File: src/rtl/sdram_ctrl_fsm.sv
// sdram_ctrl_fsm: SDRAM timing state machine (power-up init, auto-refresh,
// read/write page bursts). Publishes state codes and a per-state cycle counter
// to the downstream command encoder and returns per-beat acks upstream.
// Build macro: SDRAM_SIM_FAST_INIT_EN -- when defined, the power-up wait is
// 20 cycles and only 2 init auto-refreshes are issued (simulation speed-up).
module sdram_ctrl_fsm #(
    parameter int unsigned POWERUP_CLK = 20000,
    parameter int unsigned TRP_CLK     = 4,
    parameter int unsigned TRC_CLK     = 6,
    parameter int unsigned TRSC_CLK    = 6,
    parameter int unsigned TRCD_CLK    = 2,
    parameter int unsigned TCL_CLK     = 3,
    parameter int unsigned TWR_CLK     = 2,
    parameter int unsigned INIT_AR_NUM = 8,
    parameter int unsigned REF_PERIOD  = 781
) (
    input  logic       clk,
    input  logic       rst,
    input  logic       sdram_wr_req,
    input  logic       sdram_rd_req,
    input  logic [9:0] sdram_wr_burst,
    input  logic [9:0] sdram_rd_burst,
    output logic [4:0] init_state,
    output logic [3:0] work_state,
    output logic [9:0] cnt_clk,
    output logic       sdram_rd_wr,
    output logic       sdram_wr_ack,
    output logic       sdram_rd_ack,
    output logic       sdram_init_done
);

    localparam int unsigned CNT_W     = 10;
    localparam int unsigned CNT_MAX   = 1023;
    localparam int unsigned BURST_W   = 10;
    localparam int unsigned BURST_MAX = 512;

`ifdef SDRAM_SIM_FAST_INIT_EN
    localparam int unsigned PWR_CYC = 20;
    localparam int unsigned AR_NUM  = 2;
`else
    localparam int unsigned PWR_CYC = POWERUP_CLK;
    localparam int unsigned AR_NUM  = INIT_AR_NUM;
`endif

    localparam int unsigned PWR_W = $clog2(PWR_CYC + 1);
    localparam int unsigned AR_W  = $clog2(AR_NUM + 1);
    localparam int unsigned REF_W = $clog2(REF_PERIOD + 1);

    typedef enum logic [4:0] {
        I_NOP  = 5'd0,
        I_PRE  = 5'd1,
        I_TRP  = 5'd2,
        I_AR   = 5'd3,
        I_TRF  = 5'd4,
        I_MRS  = 5'd5,
        I_TRSC = 5'd6,
        I_DONE = 5'd7
    } init_state_e;

    typedef enum logic [3:0] {
        W_IDLE   = 4'd0,
        W_ACTIVE = 4'd1,
        W_TRCD   = 4'd2,
        W_READ   = 4'd3,
        W_CL     = 4'd4,
        W_RD     = 4'd5,
        W_WRITE  = 4'd6,
        W_WD     = 4'd7,
        W_TWR    = 4'd8,
        W_PRE    = 4'd9,
        W_TRP    = 4'd10,
        W_AR     = 4'd11,
        W_TRFC   = 4'd12
    } work_state_e;

    init_state_e        init_q, init_d;
    work_state_e        work_q, work_d;
    logic [CNT_W-1:0]   cnt_q, cnt_d;
    logic               rd_wr_q, rd_wr_d;
    logic [BURST_W-1:0] burst_q, burst_d;
    logic [PWR_W-1:0]   pwr_q, pwr_d;
    logic [AR_W-1:0]    ar_q, ar_d;
    logic [REF_W-1:0]   ref_q, ref_d;
    logic               ref_pend_q, ref_pend_d;
    logic               ref_expire_c;

    // Zero-length bursts become single beats; anything above a full page is clamped.
    function automatic logic [BURST_W-1:0] norm_burst(input logic [BURST_W-1:0] b);
        if (b == '0) begin
            return BURST_W'(1);
        end else if (b > BURST_W'(BURST_MAX)) begin
            return BURST_W'(BURST_MAX);
        end else begin
            return b;
        end
    endfunction

    // State and counter registers with synchronous reset.
    always_ff @(posedge clk) begin
        if (rst) begin
            init_q     <= I_NOP;
            work_q     <= W_IDLE;
            cnt_q      <= '0;
            rd_wr_q    <= 1'b1;
            burst_q    <= BURST_W'(1);
            pwr_q      <= '0;
            ar_q       <= '0;
            ref_q      <= '0;
            ref_pend_q <= 1'b0;
        end else begin
            init_q     <= init_d;
            work_q     <= work_d;
            cnt_q      <= cnt_d;
            rd_wr_q    <= rd_wr_d;
            burst_q    <= burst_d;
            pwr_q      <= pwr_d;
            ar_q       <= ar_d;
            ref_q      <= ref_d;
            ref_pend_q <= ref_pend_d;
        end
    end

    // Next-state logic for init sequence, refresh timer, work FSM and cycle counter.
    always_comb begin
        init_d       = init_q;
        work_d       = work_q;
        cnt_d        = cnt_q;
        rd_wr_d      = rd_wr_q;
        burst_d      = burst_q;
        pwr_d        = pwr_q;
        ar_d         = ar_q;
        ref_d        = ref_q;
        ref_pend_d   = ref_pend_q;
        ref_expire_c = 1'b0;

        case (init_q)
            I_NOP: begin
                if (pwr_q == PWR_W'(PWR_CYC - 1)) begin
                    init_d = I_PRE;
                end else begin
                    pwr_d = pwr_q + PWR_W'(1);
                end
            end
            I_PRE: init_d = I_TRP;
            I_TRP: begin
                if (cnt_q == CNT_W'(TRP_CLK - 1)) begin
                    init_d = I_AR;
                end
            end
            I_AR: begin
                ar_d   = ar_q + AR_W'(1);
                init_d = I_TRF;
            end
            I_TRF: begin
                if (cnt_q == CNT_W'(TRC_CLK - 1)) begin
                    init_d = (ar_q == AR_W'(AR_NUM)) ? I_MRS : I_AR;
                end
            end
            I_MRS: init_d = I_TRSC;
            I_TRSC: begin
                if (cnt_q == CNT_W'(TRSC_CLK - 1)) begin
                    init_d = I_DONE;
                end
            end
            I_DONE: init_d = I_DONE;
            default: init_d = I_NOP;
        endcase

        // Refresh interval timer only runs once the device is initialised.
        if (init_q == I_DONE) begin
            if (ref_q == REF_W'(REF_PERIOD - 1)) begin
                ref_d        = '0;
                ref_expire_c = 1'b1;
            end else begin
                ref_d = ref_q + REF_W'(1);
            end
        end

        case (work_q)
            W_IDLE: begin
                if (init_q == I_DONE) begin
                    if (ref_pend_q) begin
                        work_d = W_AR;
                    end else if (sdram_wr_req) begin
                        work_d  = W_ACTIVE;
                        rd_wr_d = 1'b0;
                        burst_d = norm_burst(sdram_wr_burst);
                    end else if (sdram_rd_req) begin
                        work_d  = W_ACTIVE;
                        rd_wr_d = 1'b1;
                        burst_d = norm_burst(sdram_rd_burst);
                    end
                end
            end
            W_ACTIVE: work_d = W_TRCD;
            W_TRCD: begin
                if (cnt_q == CNT_W'(TRCD_CLK - 1)) begin
                    work_d = rd_wr_q ? W_READ : W_WRITE;
                end
            end
            W_READ: work_d = W_CL;
            W_CL: begin
                if (cnt_q == CNT_W'(TCL_CLK - 1)) begin
                    work_d = W_RD;
                end
            end
            W_RD: begin
                if (cnt_q == burst_q - BURST_W'(1)) begin
                    work_d = W_PRE;
                end
            end
            W_WRITE: begin
                work_d = (burst_q == BURST_W'(1)) ? W_TWR : W_WD;
            end
            W_WD: begin
                if (cnt_q == burst_q - BURST_W'(2)) begin
                    work_d = W_TWR;
                end
            end
            W_TWR: begin
                if (cnt_q == CNT_W'(TWR_CLK - 1)) begin
                    work_d = W_PRE;
                end
            end
            W_PRE: work_d = W_TRP;
            W_TRP: begin
                if (cnt_q == CNT_W'(TRP_CLK - 1)) begin
                    work_d = W_IDLE;
                end
            end
            W_AR: work_d = W_TRFC;
            W_TRFC: begin
                if (cnt_q == CNT_W'(TRC_CLK - 1)) begin
                    work_d = W_IDLE;
                end
            end
            default: work_d = W_IDLE;
        endcase

        // A fresh expiry re-arms the request even if it coincides with servicing the old one.
        if (ref_expire_c) begin
            ref_pend_d = 1'b1;
        end else if ((work_q == W_IDLE) && (work_d == W_AR)) begin
            ref_pend_d = 1'b0;
        end

        // Per-state elapsed-cycle counter: zero in the first cycle of every new state.
        if ((init_d != init_q) || (work_d != work_q)) begin
            cnt_d = '0;
        end else if (cnt_q != CNT_W'(CNT_MAX)) begin
            cnt_d = cnt_q + CNT_W'(1);
        end
    end

    // Published state and decoded acks.
    assign init_state      = init_q;
    assign work_state      = work_q;
    assign cnt_clk         = cnt_q;
    assign sdram_rd_wr     = rd_wr_q;
    assign sdram_wr_ack    = (work_q == W_WRITE) || (work_q == W_WD);
    assign sdram_rd_ack    = (work_q == W_RD);
    assign sdram_init_done = (init_q == I_DONE);

endmodule

File: config.mk
export PLATFORM = sky130hd
export DESIGN_NAME = sdram_ctrl_fsm
export DESIGN_NICKNAME = d
export VERILOG_FILES = /design/src/rtl/sdram_ctrl_fsm.sv
export SDC_FILE = /design/constraint.sdc
export NUM_CORES = 1
export LEC_CHECK = 0
export ABC_CLOCK_PERIOD_IN_PS = 5890
export CAP_MARGIN = 10
export CELL_PAD_IN_SITES_DETAIL_PLACEMENT = 1
export CELL_PAD_IN_SITES_GLOBAL_PLACEMENT = 1
export CORE_ASPECT_RATIO = 1.4
export CORE_UTILIZATION = 44
export DETAILED_ROUTE_END_ITERATION = 12
export PLACE_DENSITY = 0.83
export SLEW_MARGIN = 20
export SYNTH_ARGS = -nofsm -noshare
export SYNTH_HDL_FRONTEND = slang
export SYNTH_SLANG_ARGS = --single-unit
File: constraint.sdc
create_clock -name clk -period 5.89 [get_ports clk]
set_input_delay 1.4725 -clock clk [delete_from_list [all_inputs] [get_ports clk]]
set_output_delay 1.4725 -clock clk [all_outputs]
set_load 0.01 [all_outputs]
==> results of run 1 <==
[state kept, by name, indices dropped and copies added (netlist names)]
register and flops:
pwr_q 15, burst_q 10, cnt_clk 10, ref_q 10, init_state 5, ar_q 4, work_state 4, ref_pend_q 1
sdram_rd_wr 1
[where the power goes]
part	internal, mW	total (mW)	switching, mW
combinational	0.0233	0.0449	0.0216
clock	0.303	0.478	0.174
sequential	0.409	0.412	0.00304
total	0.735	0.934	0.199
[through the flow]
step | hold slack (ns) | power [mW] | instance area (um2) | utilization | instances
global placement | 0.4898 | 0.4628 | 4214 | 0.5140 | 596
floorplan | 0.4722 | 0.4383 | 3720 | - | 474
global route | 0.5648 | 0.9685 | 4491 | 0.5478 | 611
CTS | 0.5226 | 0.9441 | 4484 | 0.5470 | 611
finish | 0.5205 | 0.9343 | 4491 | 0.5478 | 611
detailed placement | 0.5072 | 0.4642 | 4214 | 0.5140 | 596
[final cells by class]
| type | instances | area share |
|---|---|---|
| tap | 102 | 0.02842 |
| inverter | 17 | 0.01421 |
| clock buffer | 13 | 0.05795 |
| sequential | 60 | 0.2675 |
| clock inverter | 2 | 0.002229 |
| timing repair buffer | 48 | 0.1059 |
| multi-input combinational | 369 | 0.5238 |
[kinds of logic after synthesis]
logic type               count (synthesis)  synth area share
AND/OR/NAND/NOR                        224            0.3057
XOR/XNOR                                51            0.1202
multiplexers                             4           0.01077
flip-flops                              60            0.3232
buffers and inverters                   45           0.04781
adder cells (fa/ha/maj)                 12           0.04040
other                                    1          0.001009
AO/OA/AOI/OAI                           76            0.1508
[final timing paths]
| path | start | end | slack (ns) | depth (start not counted) |
|---|---|---|---|---|
| worst max-delay path | work_state[0]$_SDFF_PP0_ | sdram_rd_ack | 2.14 | 3 |
| worst min-delay path | pwr_q[4]$_SDFFE_PP0P_ | pwr_q[4]$_SDFFE_PP0P_ | 0.52 | 2 |
| worst max register to register | burst_q[1]$_SDFFE_PP0P_ | cnt_clk[0]$_SDFFE_PP0P_ | 2.83 | 9 |
| worst min register to register | pwr_q[4]$_SDFFE_PP0P_ | pwr_q[4]$_SDFFE_PP0P_ | 0.52 | 2 |
[per-layer routing]
layer	up-vias	GRT usage	wire, um
li1	1724	-	-
met1	1719	0.2751	4213
met2	56	0.4632	5737
met3	22	0.05021	273
met4	0	0.1127	337
met5	-	0	0
[layout by cell type (no fill, tap or decap), drive strengths merged, types with 8 or more instances in the layout]
cell           synthesis  layout
nand3b                 9       9
clkdlybuf4s50          0      46
a22oi                  8       8
xnor2                 24      24
a21oi                 14      14
a211oi                10      10
nor3                  12      12
xor2                  27      27
o21ai                 12      12
ha                    12      12
dfxtp                 60      60
clkbuf                24      13
nand4                 10      10
nor4                   8       8
nand2                 28      28
inv                   17      17
nand3                 28      28
nor2                  81      81
[critical path: cells and delay by family, from the launching register on]
kind	cells	cell delay, ns
buffers and inverters	1	0.66
flip-flops	1	0.61
AND/OR/NAND/NOR	2	0.67
==> metrics.log, run 1 <==
INFO  metric wire_per_inst = 17.29 um
INFO  metric globalRouteTotalUtil = 0.2546
INFO  metric clock_tree.htree_level_count = 3
INFO  metric hp_class = reg -> reg
INFO  metric total_routed_length = 10.56 mm
INFO  metric number_of_global_route_vias_before_repair = 3708
INFO  metric fraction_of_post_synthesis_cell_area_in_the_top_cell_type_by_area = 0.3232
INFO  metric synthesis.yosys.warnings = 0
INFO  metric fin_skew = between 0.005 and 0.006 ns
INFO  metric placement.io_buffers = 46
INFO  metric mappedNetlistArea = 3716 um2
INFO  metric report.final.setup_viol = 0
INFO  metric grt-ovfl-total = 0
INFO  metric cts_num_sinks = 60
INFO  metric average_cell_area_after_synthesis = 7.856 um2
INFO  metric final-max-slew-violation-count = 0
INFO  metric netlist_instances = 473
INFO  metric seqCellArea = 1201 um2
INFO  metric post_cts.resized_instances = 0
INFO  metric num_vias = 3521
INFO  metric post-place-ws = between 1.5 and 2 ns
INFO  metric clock_insertion_delay_worst_skew = about 0.33 ns
INFO  metric critical-path-max-stage-delay = around 0.66 ns
INFO  metric row_count = 39
INFO  metric cts_buffer_depth = 2
INFO  metric multiInputGateArea = approximately 2400 um2
INFO  metric detail_route.iter0.violations = approximately 120
INFO  metric maximum_fanout_count_along_the_critical_path = 14
INFO  metric asyncSetResetFlopFracSynth = 0
INFO  metric hold_viol_final = 0
INFO  metric period_needed = 3.745 ns
INFO  metric max_slew_margin = 0.4111
INFO  metric grt_max_degree = 38
INFO  metric power.density_cell_area = 208.1 nW/um2
INFO  metric post_synth_edffs = 0
INFO  metric synth.cells.most_frequent = nor2_1, dfxtp_1, nand2_1, nand3_1, xor2_1
INFO  metric endpoint_kind = output port
INFO  metric firstDrtPassIters = 4
INFO  metric fp.dieArea = 8822 um2
INFO  metric postRouteAntennaNets = 0
INFO  metric number_of_antenna_violations_at_the_first_check_in_global_routing = 0
INFO  metric viasPerCell = 5.763
INFO  metric status = complete, no violations
INFO  metric synth_seq_cells = 60
INFO  metric worst_slew_pin_slew = ~0.86 ns
INFO  metric die_h = 110.7 um
INFO  metric areaGrowthSynthToFinish = 20.84%
INFO  metric cts_bufs_inserted = 9
INFO  metric critical_path_arrival = 2.27 ns
INFO  metric cts_hold_buf = 0
INFO  metric cap_violations = 0
INFO  metric total_leakage_power = roughly 1.6 nW
INFO  metric setup-tns-final = 0 ns
INFO  metric final.fill_count = 1007
INFO  metric floorplan.io_pins = between 40 and 50
INFO  metric start_kind = flip-flop
INFO  metric finalNetCount = approximately 540
INFO  metric die_width = 79.67 um
INFO  metric final_critical_path_setup_slack = roughly 2.1 ns
INFO  metric initial_utilization = 0.4533
INFO  metric peakVddDrop = about 0.00018 V
INFO  metric final.period_utilization = 0.6359
INFO  metric placeableCoreArea = 8198 um2
INFO  metric n_antenna_cell = 0
INFO  metric gp_congestion = roughly 0.84
INFO  metric crit_required = ~4.4 ns
INFO  metric synth_most_common_cell = nor2_1
INFO  metric grt_pass1_wl = 17.58 mm
INFO  metric seq_area_frac_synth = 0.3232
INFO  metric drc_markers = 0
INFO  metric cpMaxStageDelayCell = clkdlybuf4s50_1
INFO  metric critical_path_class = reg -> out
INFO  metric max_clock_freq = about 270 MHz
INFO  metric synth.distinct_cells = 60
INFO  metric layout-drive-gt1-share = 0.05305
INFO  metric grt_setup_unrepaired = false
INFO  metric half_perimeter_wire_length_after_placement = 7.733 mm
INFO  metric netlist_top_cells_area = dfxtp_1, nor2_1, xor2_1, xnor2_1, ha_1
INFO  metric dominantRegCellSynth = dfxtp_1
INFO  metric synth_top_area_cell = dfxtp_1
INFO  metric post-cts-setup-buffers = 0
INFO  metric timing.critical_path.cells = nand2b_1 -> nor3b_1 -> clkdlybuf4s50_1
INFO  metric path_clk_slew = ~0.05 ns
INFO  metric cts_root_buffer = clkbuf_16
INFO  metric tritoncts = yes
Power figures use the tool's default switching activity.
==> inputs of run 2 (changes only) <==
ABC_CLOCK_PERIOD_IN_PS = 3450   (was 5890)
CORE_UTILIZATION = 41   (was 44)
PLACE_DENSITY = 0.78   (was 0.83)
clock period = 3.45 ns   (was 5.89 ns; I/O delays follow)
==> metrics.log, run 2 (synthesized netlist as in run 1, its figures left out) <==
INFO  metric post-route-util = 0.5240 (was 0.5478)
INFO  metric finalNetCount = 544 (was 541)
INFO  metric number_of_flip_flops_in_the_largest_register = 15 (unchanged)
INFO  metric power.switching = 359.9 uW (was 199.0 uW)
INFO  metric total_routed_length = 10.32 mm (was 10.56 mm)
INFO  metric grt-ovfl-total = 0 (unchanged)
INFO  metric internal_power = 1.373 mW (was 735.3 uW)
INFO  metric die_width = 82.46 um (was 79.67 um)
INFO  metric tritoncts = yes (unchanged)
INFO  metric combPwrFrac = 0.044 (was 0.048)
INFO  metric layout.cells.most_common = nor2_1 (unchanged)
INFO  metric final-max-slew-violation-count = 0 (unchanged)
INFO  metric final.fill_count = 1053 (was 1007)
INFO  metric number_of_antenna_violations_at_the_first_check_in_global_routing = 0 (unchanged)
INFO  metric report.final.setup_viol = 0 (unchanged)
INFO  metric total_leakage_power = 1.595 nW (was 1.556 nW)
INFO  metric power.density_cell_area = 379.8 nW/um2 (was 208.1 nW/um2)
INFO  metric start_kind = flip-flop (unchanged)
INFO  metric final.period_utilization = 0.8566
INFO  metric placement.io_buffers = 46 (unchanged)
INFO  metric cts_hold_buf = 0 (unchanged)
INFO  metric stdcell_area = 4563 um2 (was 4491 um2)
INFO  metric die_h = 114.6 um (was 110.7 um)
INFO  metric floorplan.io_pins = 47 (unchanged)
INFO  metric cts_buffer_depth = 2 (unchanged)
INFO  metric mostFrequentLayoutCells = nor2_1, dfxtp_1, clkdlybuf4s50_1, nand2_1, nand3_1 (unchanged)
INFO  metric timing.critical_path.from = init_state[0]$_SDFF_PP0_ (was work_state[0]$_SDFF_PP0_)
INFO  metric number_of_global_route_vias_before_repair = 3626 (was 3708)
INFO  metric grt_pass1_wl = 17.20 mm (was 17.58 mm)
INFO  metric firstDrtPassIters = 4 (unchanged)
INFO  metric n_antenna_cell = 0 (unchanged)
INFO  metric grt_setup_unrepaired = false (unchanged)
INFO  metric viasPerCell = 5.673 (was 5.763)
INFO  metric cts_bufs_inserted = 9 (unchanged)
INFO  metric period_needed = 2.955 ns
INFO  metric cap_violations = 0 (unchanged)
INFO  metric power_switching_share = 0.2077 (was 0.2130)
INFO  metric cpMaxStageDelayCell = clkdlybuf4s50_1 (unchanged)
INFO  metric endpoint_kind = output port (unchanged)
INFO  metric half_perimeter_wire_length_after_placement = 7.748 mm (was 7.733 mm)
INFO  metric cts_num_sinks = 60 (unchanged)
INFO  metric p_clk_frac = 0.551 (was 0.511)
INFO  metric fin_skew = 0.006440 ns (was 0.005169 ns)
INFO  metric hp_class = reg -> reg (unchanged)
INFO  metric critical_path_class = reg -> out (unchanged)
INFO  metric status = complete, no violations (unchanged)
INFO  metric num_vias = 3506 (was 3521)
INFO  metric regToRegStartpoint = burst_q[1]$_SDFFE_PP0P_ (unchanged)
INFO  metric max_slew_margin = 0.5738 (was 0.4111)
INFO  metric row_count = 40 (was 39)
INFO  metric detail_route.iter0.violations = 130 (was 116)
INFO  metric peakVddDrop = 0.0003511 V (was 0.0001780 V)
INFO  metric path_clk_slew = 0.05 ns (about the same)
INFO  metric min-delay-start = ref_q[3]$_SDFFE_PP0P_ (was pwr_q[4]$_SDFFE_PP0P_)
INFO  metric initial_utilization = 0.4267 (was 0.4533)
INFO  metric fp.dieArea = 9454 um2 (was 8822 um2)
INFO  metric largest_register = pwr_q (unchanged)
INFO  metric sequentialPowerShare = 0.405 (was 0.441)
INFO  metric grt_max_degree = 37 (was 38)
INFO  metric areaGrowthSynthToFinish = 22.79% (was 20.84%)
INFO  metric post-cts-setup-buffers = 0 (unchanged)
INFO  metric drc_markers = 0 (unchanged)
INFO  metric placeableCoreArea = 8708 um2 (was 8198 um2)
INFO  metric post_cts.resized_instances = 0 (unchanged)
INFO  metric timing.critical_path.cells = or3b_2 -> nor2_1 -> clkdlybuf4s50_1 (was nand2b_1 -> nor3b_1 -> clkdlybuf4s50_1)
INFO  metric maximum_fanout_count_along_the_critical_path = 7 (was 14)
INFO  metric setup-tns-final = 0 ns (unchanged)
INFO  metric wire_per_inst = 16.70 um (was 17.29 um)
INFO  metric critical-path-max-stage-delay = 0.58 ns (was 0.66 ns)
INFO  metric crit_required = 2.59 ns (was 4.42 ns)
INFO  metric worst_slew_pin_slew = 0.6335 ns (was 0.8612 ns)
INFO  metric detailed_place.area = 4240 um2 (was 4214 um2)
INFO  metric clock_insertion_delay_worst_skew = 0.33 ns (about the same)
INFO  metric critical_path_arrival = 2.09 ns (was 2.27 ns)
INFO  metric globalRouteTotalUtil = 0.2388 (was 0.2546)
INFO  metric hold_viol_final = 0 (unchanged)
INFO  metric clock_tree.htree_level_count = 3 (unchanged)
INFO  metric postRouteAntennaNets = 0 (unchanged)
INFO  metric gp_congestion = 0.9385 (was 0.8423)
INFO  metric max_clock_freq = between 300 and 400 MHz
INFO  metric cts_root_buffer = clkbuf_16 (unchanged)
INFO  metric layout-drive-gt1-share = 0.06433 (was 0.05305)
-- run 2: path summary, 6_finish.rpt --
path              depth (start not counted)                      end  slack, ns
setup / recovery                          3          sdram_init_done       0.49
hold / removal                            2    ref_q[3]$_SDFFE_PP0P_       0.51
setup reg to reg                          9  cnt_clk[6]$_SDFFE_PP0P_       0.55
hold reg to reg                           2    ref_q[3]$_SDFFE_PP0P_       0.51
-- run 2: power by group through the flow --
| stage | Sequential (mW) | Combinational, mW | Clock (mW) |
|---|---|---|---|
| final | 0.702 | 0.0762 | 0.955 |
| after global routing | 0.702 | 0.0834 | 1.00 |
| after CTS | 0.702 | 0.0770 | 0.975 |
| after detailed placement | 0.717 | 0.0763 | 0 |
| after global placement | 0.717 | 0.0742 | 0 |
| after floorplan | 0.716 | 0.0323 | 0 |
-- run 2: metal layers --
metal  GRT usage  up-vias  wire, um
met1      0.2506     1693      4219
met5           0        -         0
li1            -     1725         -
met3     0.04143       30       276
met4      0.1263        0       382
met2      0.4375       58      5440
-- run 2: cell type report --
type,instances,area [um2],area share
flip-flops and latches,60,1201,0.2632
clock buffers,13,280.3,0.06142
clock inverters,3,42.54,0.009323
multi-input cells,369,2346,0.5141
inverters,17,63.81,0.01398
repair buffers,51,498.0,0.1091
well taps,105,131.4,0.02879
-- run 2: worst max-delay path, delay by kind of cell, from the launching register on --
family	cells	cell delay (ns)
flip-flops	1	0.45
buffers and inverters	1	0.58
AND/OR/NAND/NOR	2	0.74
-- run 2: through the flow --
step / worst slack (ns) / instances / power (mW) / hold WS (ns)
after floorplan: 0.8742 / 474 / 0.7483 / 0.4722
after global placement: 0.6747 / 602 / 0.7910 / 0.4887
after detailed placement: 0.5212 / 602 / 0.7930 / 0.5023
after CTS: 0.4737 / 618 / 1.754 / 0.5180
after global routing: 0.2716 / 618 / 1.786 / 0.5527
final: 0.4948 / 618 / 1.733 / 0.5129
